===== src/rtl/pcm_bit_serializer_pkg.sv =====
// -----------------------------------------------------------------------------
// pcm_serializer_pkg
//   Shared types and elaboration-time helpers for the PCM bit serializer.
//   - state_e        : serializer state (IDLE, SHIFT)
//   - calc_div       : system-clock cycles per serial bit
//   - div_is_exact   : true when the bit rate divides the system clock exactly
//   - calc_cnt_width : divider counter width, $clog2(DIV) but at least 1 bit
// -----------------------------------------------------------------------------
package pcm_serializer_pkg;

   typedef enum logic {
      IDLE  = 1'b0,
      SHIFT = 1'b1
   } state_e;

   function automatic int calc_div(input int sys_hz, input int bit_hz);
      if (bit_hz <= 0) return 0;
      return sys_hz / bit_hz;
   endfunction

   function automatic bit div_is_exact(input int sys_hz, input int bit_hz);
      if (bit_hz <= 0) return 1'b0;
      return (sys_hz >= bit_hz) && ((sys_hz % bit_hz) == 0);
   endfunction

   function automatic int calc_cnt_width(input int div);
      return (div > 1) ? $clog2(div) : 1;
   endfunction

endpackage


===== src/rtl/pcm_bit_serializer_if.sv =====
// -----------------------------------------------------------------------------
// pcm_bit_serializer_if
//   Word-transfer handshake between the sample source and the serializer.
//   A word moves on a rising clock edge where data_valid_i and data_ready_o
//   are both high.
//   - data_i       : PCM word, WORD_LENGTH bits      (source -> serializer)
//   - data_valid_i : data_i is valid                 (source -> serializer)
//   - data_ready_o : serializer holding buffer empty (serializer -> source)
//   Modports: master = sample source, slave = serializer.
// -----------------------------------------------------------------------------
interface pcm_bit_serializer_if #(
   parameter int WORD_LENGTH = 16
) ();

   logic [WORD_LENGTH-1:0] data_i;
   logic                   data_valid_i;
   logic                   data_ready_o;

   modport master (
      output data_i,
      output data_valid_i,
      input  data_ready_o
   );

   modport slave (
      input  data_i,
      input  data_valid_i,
      output data_ready_o
   );

endinterface


===== src/rtl/pcm_bit_serializer_rate_tick_gen.sv =====
// -----------------------------------------------------------------------------
// rate_tick_gen
//   Free-running divider producing one tick every DIV enabled clock cycles.
//   The count runs 0..DIV-1; tick_o is high in the cycle the count equals
//   DIV-1. With DIV=1 every enabled cycle is a tick. While enable_i is low the
//   count is held at 0, so the first tick after enabling comes DIV cycles later.
//   Ports:
//   - clock_i  : system clock, rising edge
//   - reset_i  : asynchronous, active-high reset
//   - enable_i : run enable
//   - tick_o   : one-cycle tick (combinational from the count register)
// -----------------------------------------------------------------------------
module rate_tick_gen
   import pcm_serializer_pkg::*;
#(
   parameter int DIV = 1
) (
   input  logic clock_i,
   input  logic reset_i,
   input  logic enable_i,
   output logic tick_o
);

   localparam int               CNT_W    = calc_cnt_width(DIV);
   localparam logic [CNT_W-1:0] CNT_LAST = CNT_W'(DIV - 1);

   if (DIV < 1) begin : g_bad_div
      $error("rate_tick_gen: DIV must be >= 1");
   end

   logic [CNT_W-1:0] cnt_q;
   logic [CNT_W-1:0] cnt_d;

   // NOTE: next-state logic uses blocking '=' in always_comb; the register
   // block below uses non-blocking '<=' only, so every flop samples the same
   // pre-edge values.
   always_comb begin
      tick_o = enable_i && (cnt_q == CNT_LAST);
      cnt_d  = cnt_q;
      if (!enable_i || tick_o) begin
         cnt_d = '0;
      end else begin
         cnt_d = cnt_q + CNT_W'(1);
      end
   end

   always_ff @(posedge clock_i or posedge reset_i) begin
      if (reset_i) begin
         cnt_q <= '0;
      end else begin
         cnt_q <= cnt_d;
      end
   end

endmodule


===== src/rtl/pcm_bit_serializer.sv =====
// -----------------------------------------------------------------------------
// pcm_bit_serializer
//   Gapless PCM word serializer. Words arrive over a valid/ready handshake into
//   a one-word holding buffer and are shifted out one bit per bit period on
//   pwm_audio_o. The bit period is DIV = SYSTEM_FREQUENCY/BIT_FREQUENCY system
//   clocks. When a word ends and the buffer is full, the next word is loaded on
//   the same tick, so back-to-back words have no idle bit between them.
//   Ports:
//   - clock_i      : system clock, rising edge
//   - reset_i      : asynchronous, active-high reset
//   - enable_i     : run enable; low aborts shifting and holds the divider
//   - src_if       : slave side of the word handshake (data/valid/ready)
//   - pwm_audio_o  : serial bit output (registered), IDLE_LEVEL when idle
//   - word_start_o : pulse in the cycle a word's first bit is driven
//   - done_o       : pulse when a word's last bit period ends
//   - underrun_o   : pulse when a word ends while enabled and buffer is empty
//   - busy_o       : high while in SHIFT
// -----------------------------------------------------------------------------
module pcm_bit_serializer
   import pcm_serializer_pkg::*;
#(
   parameter int WORD_LENGTH      = 16,
   parameter int SYSTEM_FREQUENCY = 100000000,
   parameter int BIT_FREQUENCY    = 1000000,
   parameter bit MSB_FIRST        = 1'b1,
   parameter bit IDLE_LEVEL       = 1'b0
) (
   input  logic                clock_i,
   input  logic                reset_i,
   input  logic                enable_i,
   pcm_bit_serializer_if.slave src_if,
   output logic                pwm_audio_o,
   output logic                word_start_o,
   output logic                done_o,
   output logic                underrun_o,
   output logic                busy_o
);

   localparam int                   DIV          = calc_div(SYSTEM_FREQUENCY, BIT_FREQUENCY);
   localparam int                   BIT_CNT_W    = (WORD_LENGTH > 1) ? $clog2(WORD_LENGTH) : 1;
   localparam logic [BIT_CNT_W-1:0] BIT_CNT_LAST = BIT_CNT_W'(WORD_LENGTH - 1);

   if (WORD_LENGTH < 2) begin : g_bad_word_length
      $error("pcm_bit_serializer: WORD_LENGTH must be >= 2");
   end

   if (!div_is_exact(SYSTEM_FREQUENCY, BIT_FREQUENCY)) begin : g_bad_div
      $error("pcm_bit_serializer: SYSTEM_FREQUENCY/BIT_FREQUENCY must be an integer >= 1");
   end

   // Bit that goes on the line first for a freshly loaded word.
   function automatic logic first_bit(input logic [WORD_LENGTH-1:0] w);
      return MSB_FIRST ? w[WORD_LENGTH-1] : w[0];
   endfunction

   // Shift the word so the next bit to send sits where first_bit() reads it.
   function automatic logic [WORD_LENGTH-1:0] next_shift(input logic [WORD_LENGTH-1:0] w);
      return MSB_FIRST ? {w[WORD_LENGTH-2:0], 1'b0} : {1'b0, w[WORD_LENGTH-1:1]};
   endfunction

   logic tick;

   rate_tick_gen #(
      .DIV (DIV)
   ) u_rate_tick_gen (
      .clock_i  (clock_i),
      .reset_i  (reset_i),
      .enable_i (enable_i),
      .tick_o   (tick)
   );

   state_e                 state_q,      state_d;
   logic [WORD_LENGTH-1:0] shift_q,      shift_d;
   logic [BIT_CNT_W-1:0]   bit_cnt_q,    bit_cnt_d;
   logic [WORD_LENGTH-1:0] hold_q,       hold_d;
   logic                   hold_valid_q, hold_valid_d;
   logic                   ready_q,      ready_d;
   logic                   pwm_q,        pwm_d;
   logic                   word_start_q, word_start_d;
   logic                   done_q,       done_d;
   logic                   underrun_q,   underrun_d;
   logic                   busy_q,       busy_d;

   logic                   accept;
   logic                   load;
   logic [WORD_LENGTH-1:0] shift_next;

   // NOTE: every signal driven here gets a default at the top of the block, so
   // no branch leaves one unassigned and no latch is inferred.
   always_comb begin
      state_d      = state_q;
      shift_d      = shift_q;
      bit_cnt_d    = bit_cnt_q;
      hold_d       = hold_q;
      hold_valid_d = hold_valid_q;
      pwm_d        = pwm_q;
      word_start_d = 1'b0;
      done_d       = 1'b0;
      underrun_d   = 1'b0;
      load         = 1'b0;
      shift_next   = next_shift(shift_q);

      // Accept only into an empty buffer, so accept and load never coincide.
      accept = src_if.data_valid_i && !hold_valid_q;

      case (state_q)
         IDLE: begin
            // A tick without a buffered word is simply ignored.
            if (tick && hold_valid_q) begin
               load = 1'b1;
            end
         end
         SHIFT: begin
            if (!enable_i) begin
               // Abort: the partial word is dropped, the buffer is kept.
               state_d = IDLE;
               pwm_d   = IDLE_LEVEL;
            end else if (tick) begin
               if (bit_cnt_q != '0) begin
                  shift_d   = shift_next;
                  pwm_d     = first_bit(shift_next);
                  bit_cnt_d = bit_cnt_q - BIT_CNT_W'(1);
               end else begin
                  done_d = 1'b1;
                  if (hold_valid_q) begin
                     load = 1'b1;
                  end else begin
                     underrun_d = 1'b1;
                     pwm_d      = IDLE_LEVEL;
                     state_d    = IDLE;
                  end
               end
            end
         end
         default: begin
            state_d = IDLE;
            pwm_d   = IDLE_LEVEL;
         end
      endcase

      if (load) begin
         shift_d      = hold_q;
         pwm_d        = first_bit(hold_q);
         bit_cnt_d    = BIT_CNT_LAST;
         word_start_d = 1'b1;
         hold_valid_d = 1'b0;
         state_d      = SHIFT;
      end

      if (accept) begin
         hold_d       = src_if.data_i;
         hold_valid_d = 1'b1;
      end

      busy_d  = (state_d == SHIFT);
      ready_d = !hold_valid_d;
   end

   // NOTE: the word registers (hold_q, shift_q) are reset along with the
   // control state; a reset mid-word must discard the buffered word, and
   // clearing the data keeps the line and the buffer free of stale values.
   always_ff @(posedge clock_i or posedge reset_i) begin
      if (reset_i) begin
         state_q      <= IDLE;
         shift_q      <= '0;
         bit_cnt_q    <= '0;
         hold_q       <= '0;
         hold_valid_q <= 1'b0;
         ready_q      <= 1'b1;
         pwm_q        <= IDLE_LEVEL;
         word_start_q <= 1'b0;
         done_q       <= 1'b0;
         underrun_q   <= 1'b0;
         busy_q       <= 1'b0;
      end else begin
         state_q      <= state_d;
         shift_q      <= shift_d;
         bit_cnt_q    <= bit_cnt_d;
         hold_q       <= hold_d;
         hold_valid_q <= hold_valid_d;
         ready_q      <= ready_d;
         pwm_q        <= pwm_d;
         word_start_q <= word_start_d;
         done_q       <= done_d;
         underrun_q   <= underrun_d;
         busy_q       <= busy_d;
      end
   end

   assign src_if.data_ready_o = ready_q;
   assign pwm_audio_o         = pwm_q;
   assign word_start_o        = word_start_q;
   assign done_o              = done_q;
   assign underrun_o          = underrun_q;
   assign busy_o              = busy_q;

endmodule


===== src/flat_wrapper.sv =====
// flat-port wrapper written by rule: the top's interface ports become plain ports
module pcm_bit_serializer_flat import pcm_serializer_pkg::*;
#(
   parameter int WORD_LENGTH      = 16,
   parameter int SYSTEM_FREQUENCY = 100000000,
   parameter int BIT_FREQUENCY    = 1000000,
   parameter bit MSB_FIRST        = 1'b1,
   parameter bit IDLE_LEVEL       = 1'b0
)
  (clock_i, reset_i, enable_i, pwm_audio_o, word_start_o, done_o, underrun_o, busy_o, src_if_data_i, src_if_data_valid_i, src_if_data_ready_o);
  pcm_bit_serializer_if #(.WORD_LENGTH(WORD_LENGTH)) src_if_i ();
  input  logic clock_i;
  input  logic reset_i;
  input  logic enable_i;
  output logic pwm_audio_o;
  output logic word_start_o;
  output logic done_o;
  output logic underrun_o;
  output logic busy_o;
  input wire logic [$bits(src_if_i.data_i)-1:0] src_if_data_i;
  input wire logic [$bits(src_if_i.data_valid_i)-1:0] src_if_data_valid_i;
  output wire logic [$bits(src_if_i.data_ready_o)-1:0] src_if_data_ready_o;
  assign src_if_i.data_i = src_if_data_i;
  assign src_if_i.data_valid_i = src_if_data_valid_i;
  assign src_if_data_ready_o = src_if_i.data_ready_o;
  pcm_bit_serializer #(.WORD_LENGTH(WORD_LENGTH), .SYSTEM_FREQUENCY(SYSTEM_FREQUENCY), .BIT_FREQUENCY(BIT_FREQUENCY), .MSB_FIRST(MSB_FIRST), .IDLE_LEVEL(IDLE_LEVEL)) u_core (.clock_i(clock_i), .reset_i(reset_i), .enable_i(enable_i), .src_if(src_if_i), .pwm_audio_o(pwm_audio_o), .word_start_o(word_start_o), .done_o(done_o), .underrun_o(underrun_o), .busy_o(busy_o));
endmodule

===== config.mk =====
export PLATFORM = sky130hd
export DESIGN_NAME = pcm_bit_serializer_flat
export DESIGN_NICKNAME = d
export VERILOG_FILES = /design/src/rtl/pcm_bit_serializer_pkg.sv /design/src/rtl/pcm_bit_serializer_if.sv /design/src/rtl/pcm_bit_serializer_rate_tick_gen.sv /design/src/rtl/pcm_bit_serializer.sv /design/src/flat_wrapper.sv
export SDC_FILE = /design/constraint.sdc
export NUM_CORES = 1
export LEC_CHECK = 0
export CAP_MARGIN = 20
export CORE_MARGIN = 4
export CORE_UTILIZATION = 40
export DETAILED_ROUTE_END_ITERATION = 10
export GPL_TIMING_DRIVEN = 0
export PLACE_DENSITY_LB_ADDON = 0.15
export REMOVE_ABC_BUFFERS = 1
export SKIP_LAST_GASP = 1
export SYNTH_ARGS = -nofsm -noshare
export SYNTH_HDL_FRONTEND = slang
export SYNTH_SLANG_ARGS = --single-unit

===== constraint.sdc =====
create_clock -name clock_i -period 6 [get_ports clock_i]
set_input_delay 0.9 -clock clock_i [delete_from_list [all_inputs] [get_ports clock_i]]
set_output_delay 0.9 -clock clock_i [all_outputs]
set_load 0.1 [all_outputs]

==> flow_summary.ini <==
[yosys]
synth_edf_count = 0
yosysUniqueCellTypes = 38
yosys_warnings = 0
synth_top_flop_cell = dfrtp_1
async_flop_share_pct = 100
yosys.area.top_type = dfrtp_1
ys_top_cells_by_area = dfrtp_1 57%, mux2_2 8.5%, o2bb2ai_1 5.8%
ys_ff_latch = 49
synth_area_per_cell_sq_um = 12.7
syn_area_sq_mm = 0.00212
seq_area_frac_synth_pct = 58.0
yosysTopAreaCellShare_pct = 56.8
synth_cells = 166
synthTopCellsByCount = 48 x dfrtp_1, 16 x mux2_2, 15 x a22oi_1
synth.most_common_cell = dfrtp_1

[sta]
max_freq_mhz = 350
maxSlewViolCount = 0
final_hold_viol_count = 0
rsz0062_at_grt = no
clock_skew_ns = 0.00749
fin_crit_sh_pct = 47.6
setup-violations-final = 0
min_period_ns = 2.86
tightest_slew_ns = 0.973
setup-tns-final_ns = 0
slew_headroom_pct = 34.9

[worst_setup_path]
start_kind = flop
worstSetupEndpointType = output port
worst-path-buf-inv = 1
crit_type = reg -> out
cp.required_ns = 5.10
cp_max_fo = 8
cp.arrival_ns = 1.96
slowest_stage = clkdlybuf4s50_1
slowest_delay_ns = 1.18
path_delay_family = buffers and inverters
ff2ff_setup_slack_ns = 3.55
worstPathCellList = clkdlybuf4s50_1

[detailed_routing]
ant_nets = 0
wl_met1_mm = 1.77
detail_route.vias_per_cell = 5.24
met2_length_mm = 1.99
routed_wl_mm = 3.99
via_count = 1356
drt_iter0_drc = 76
top_layer = met4
first_pass_iters = 4
drcViolationCount = 0
wl_per_cell_um = 15.4
dr_wl_met3_um = 158

[floorplanning]
die-area_sq_mm = 0.00652
die_w_um = 80.7
start_util_pct = 41.4
chipHeight_um = 80.7
core_sq_mm = 0.00511
row_count = 26
io_pins = 26

[global_route]
globalRouteOverflowTotal = 0
track_usage_pct = 14.0
grt_start_max_net_pins = 39
grt_pass1_wl_mm = 6.93
grt_pass1_vias = 1447
grt_antenna_before_repair = 0

[layout]
diodes = 0
drive_gt1_share_pct = 17.5
fin_nets = 212
syn_to_final_growth_pct = 18.8
nFillCells = 462
fin_util_pct = 49.2

[power]
comb_power_share_pct = 15.5
power_density_mw_per_mm2 = 286
internal_power_uw = 539
power.leakage_uw = 0.00110
p_sw_uw = 179
p_clk_share_pct = 27.4
seqPwrFrac_pct = 57.1
netSwitchingFraction_pct = 25.0
ir_worst_vdd_uv = 145

[clocking]
insertion_delay_ns = 0.30
cts_sinks = 49
cts_max_level = 2
clock_path_buffers = 2
cts_setup_buffers = 0
root_buffer = clkbuf_8
cts_tree = done
clk_pin_slew_ns = 0.09
cts_resized = 0
numCtsBuffers = 5
cts_hold_buf = 0

[place]
place.gp.congestion = 0.723
hpwl_mm = 2.63
io_buffers = 25

[outcome]
status = completed

[hold_path]
hold_class = reg -> reg

[flow_run]
cap_violations = 0
==> registers in the layout, summed over array words and instances, names as in the netlist <==
| signal | cells |
|---|---|
| u_core.hold_valid_q | 1 |
| u_core.hold_q | 16 |
| u_core.underrun_o | 1 |
| u_core.src_if.data_ready_o | 1 |
| u_core.done_o | 1 |
| u_core.shift_q | 15 |
| u_core.u_rate_tick_gen.cnt_q | 7 |
| u_core.state_q | 1 |
| u_core.pwm_audio_o | 1 |
| u_core.bit_cnt_q | 4 |
| u_core.word_start_o | 1 |
==> cell type report <==
type	instances	area (sq um)	area share, %
clock buffers	6	82.6	3.29
clock inverters	1	7.51	0.299
inverters	8	30.0	1.19
multi-input cells	99	808	32.2
flip-flops and latches	49	1230	48.8
well taps	70	87.6	3.48
repair buffers	26	270	10.8
==> per-stage QoR <==
step / setup WS (ns) / total power (uW) / hold slack [ns] / std cells / area, sq um
finish: 3.14 / 719 / 0.463 / 259 / 2510
global route: 3.05 / 760 / 0.497 / 259 / 2510
CTS: 3.12 / 728 / 0.469 / 259 / 2510
detailed placement: 3.09 / 531 / 0.457 / 252 / 2420
global placement: 2.95 / 521 / 0.442 / 251 / 2400
floorplan: 3.75 / 491 / 0.425 / 156 / 2060
==> layout by cell type (no fill, tap or decap), drive strengths merged, types with 2 or more instances in the layout <==
master         instances
a21oi                  7
a22oi                 15
and3                   2
clkbuf                 6
clkdlybuf4s50         25
dfrtp                 48
ha                     3
inv                    8
mux2                  16
nand2                  2
nand3                  2
nand3b                 2
nor2                   8
nor3                   2
nor4                   2
o21ai                  2
o2bb2ai               14
o31ai                  2
or3                    4
xnor2                  3
xor2                   2
==> logic make-up (layout without fill, tap and decap cells) <==
kind of cell             count (synthesis)  in the layout  synth area share (%)
adder cells (fa/ha/maj)                  3              3                  1.77
AO/OA/AOI/OAI                           45             45                  16.7
buffers and inverters                   18             41                  3.90
multiplexers                            16             16                  8.52
AND/OR/NAND/NOR                         30             30                  8.99
XOR/XNOR                                 5              5                  2.07
flip-flops                              49             49                  58.0
==> path summary, 6_finish.rpt <==
| check | startpoint | to | cells after the start |
|---|---|---|---|
| max | u_core.state_q$_DFF_PP0_ | busy_o | 1 |
| min | u_core.u_rate_tick_gen.cnt_q[0]$_DFF_PP0_ | u_core.u_rate_tick_gen.cnt_q[0]$_DFF_PP0_ | 1 |
| max reg2reg | u_core.bit_cnt_q[0]$_DFFE_PP0P_ | u_core.pwm_audio_o$_DFFE_PP0P_ | 6 |
| min reg2reg | u_core.u_rate_tick_gen.cnt_q[0]$_DFF_PP0_ | u_core.u_rate_tick_gen.cnt_q[0]$_DFF_PP0_ | 1 |
| max in group asynchronous | reset_i | u_core.src_if.data_ready_o$_DFF_PP1_ | 3 |
| min in group asynchronous | reset_i | u_core.u_rate_tick_gen.cnt_q[1]$_DFF_PP0_ | 2 |
==> metal layers <==
layer  vias to the layer above  GRT usage [%]
met3                         8           4.10
met4                         0           5.57
met2                        29           22.8
li1                        650              -
met1                       669           17.6
met5                         -              0
==> power by group through the flow <==
stage,clock network [uW],registers [uW],logic [uW]
after floorplan,0,410,81.2
after global placement,0,414,107
after detailed placement,0,417,114
after CTS,203,411,114
after global routing,217,416,127
final,197,410,111
(Power assumes the default switching activity.)
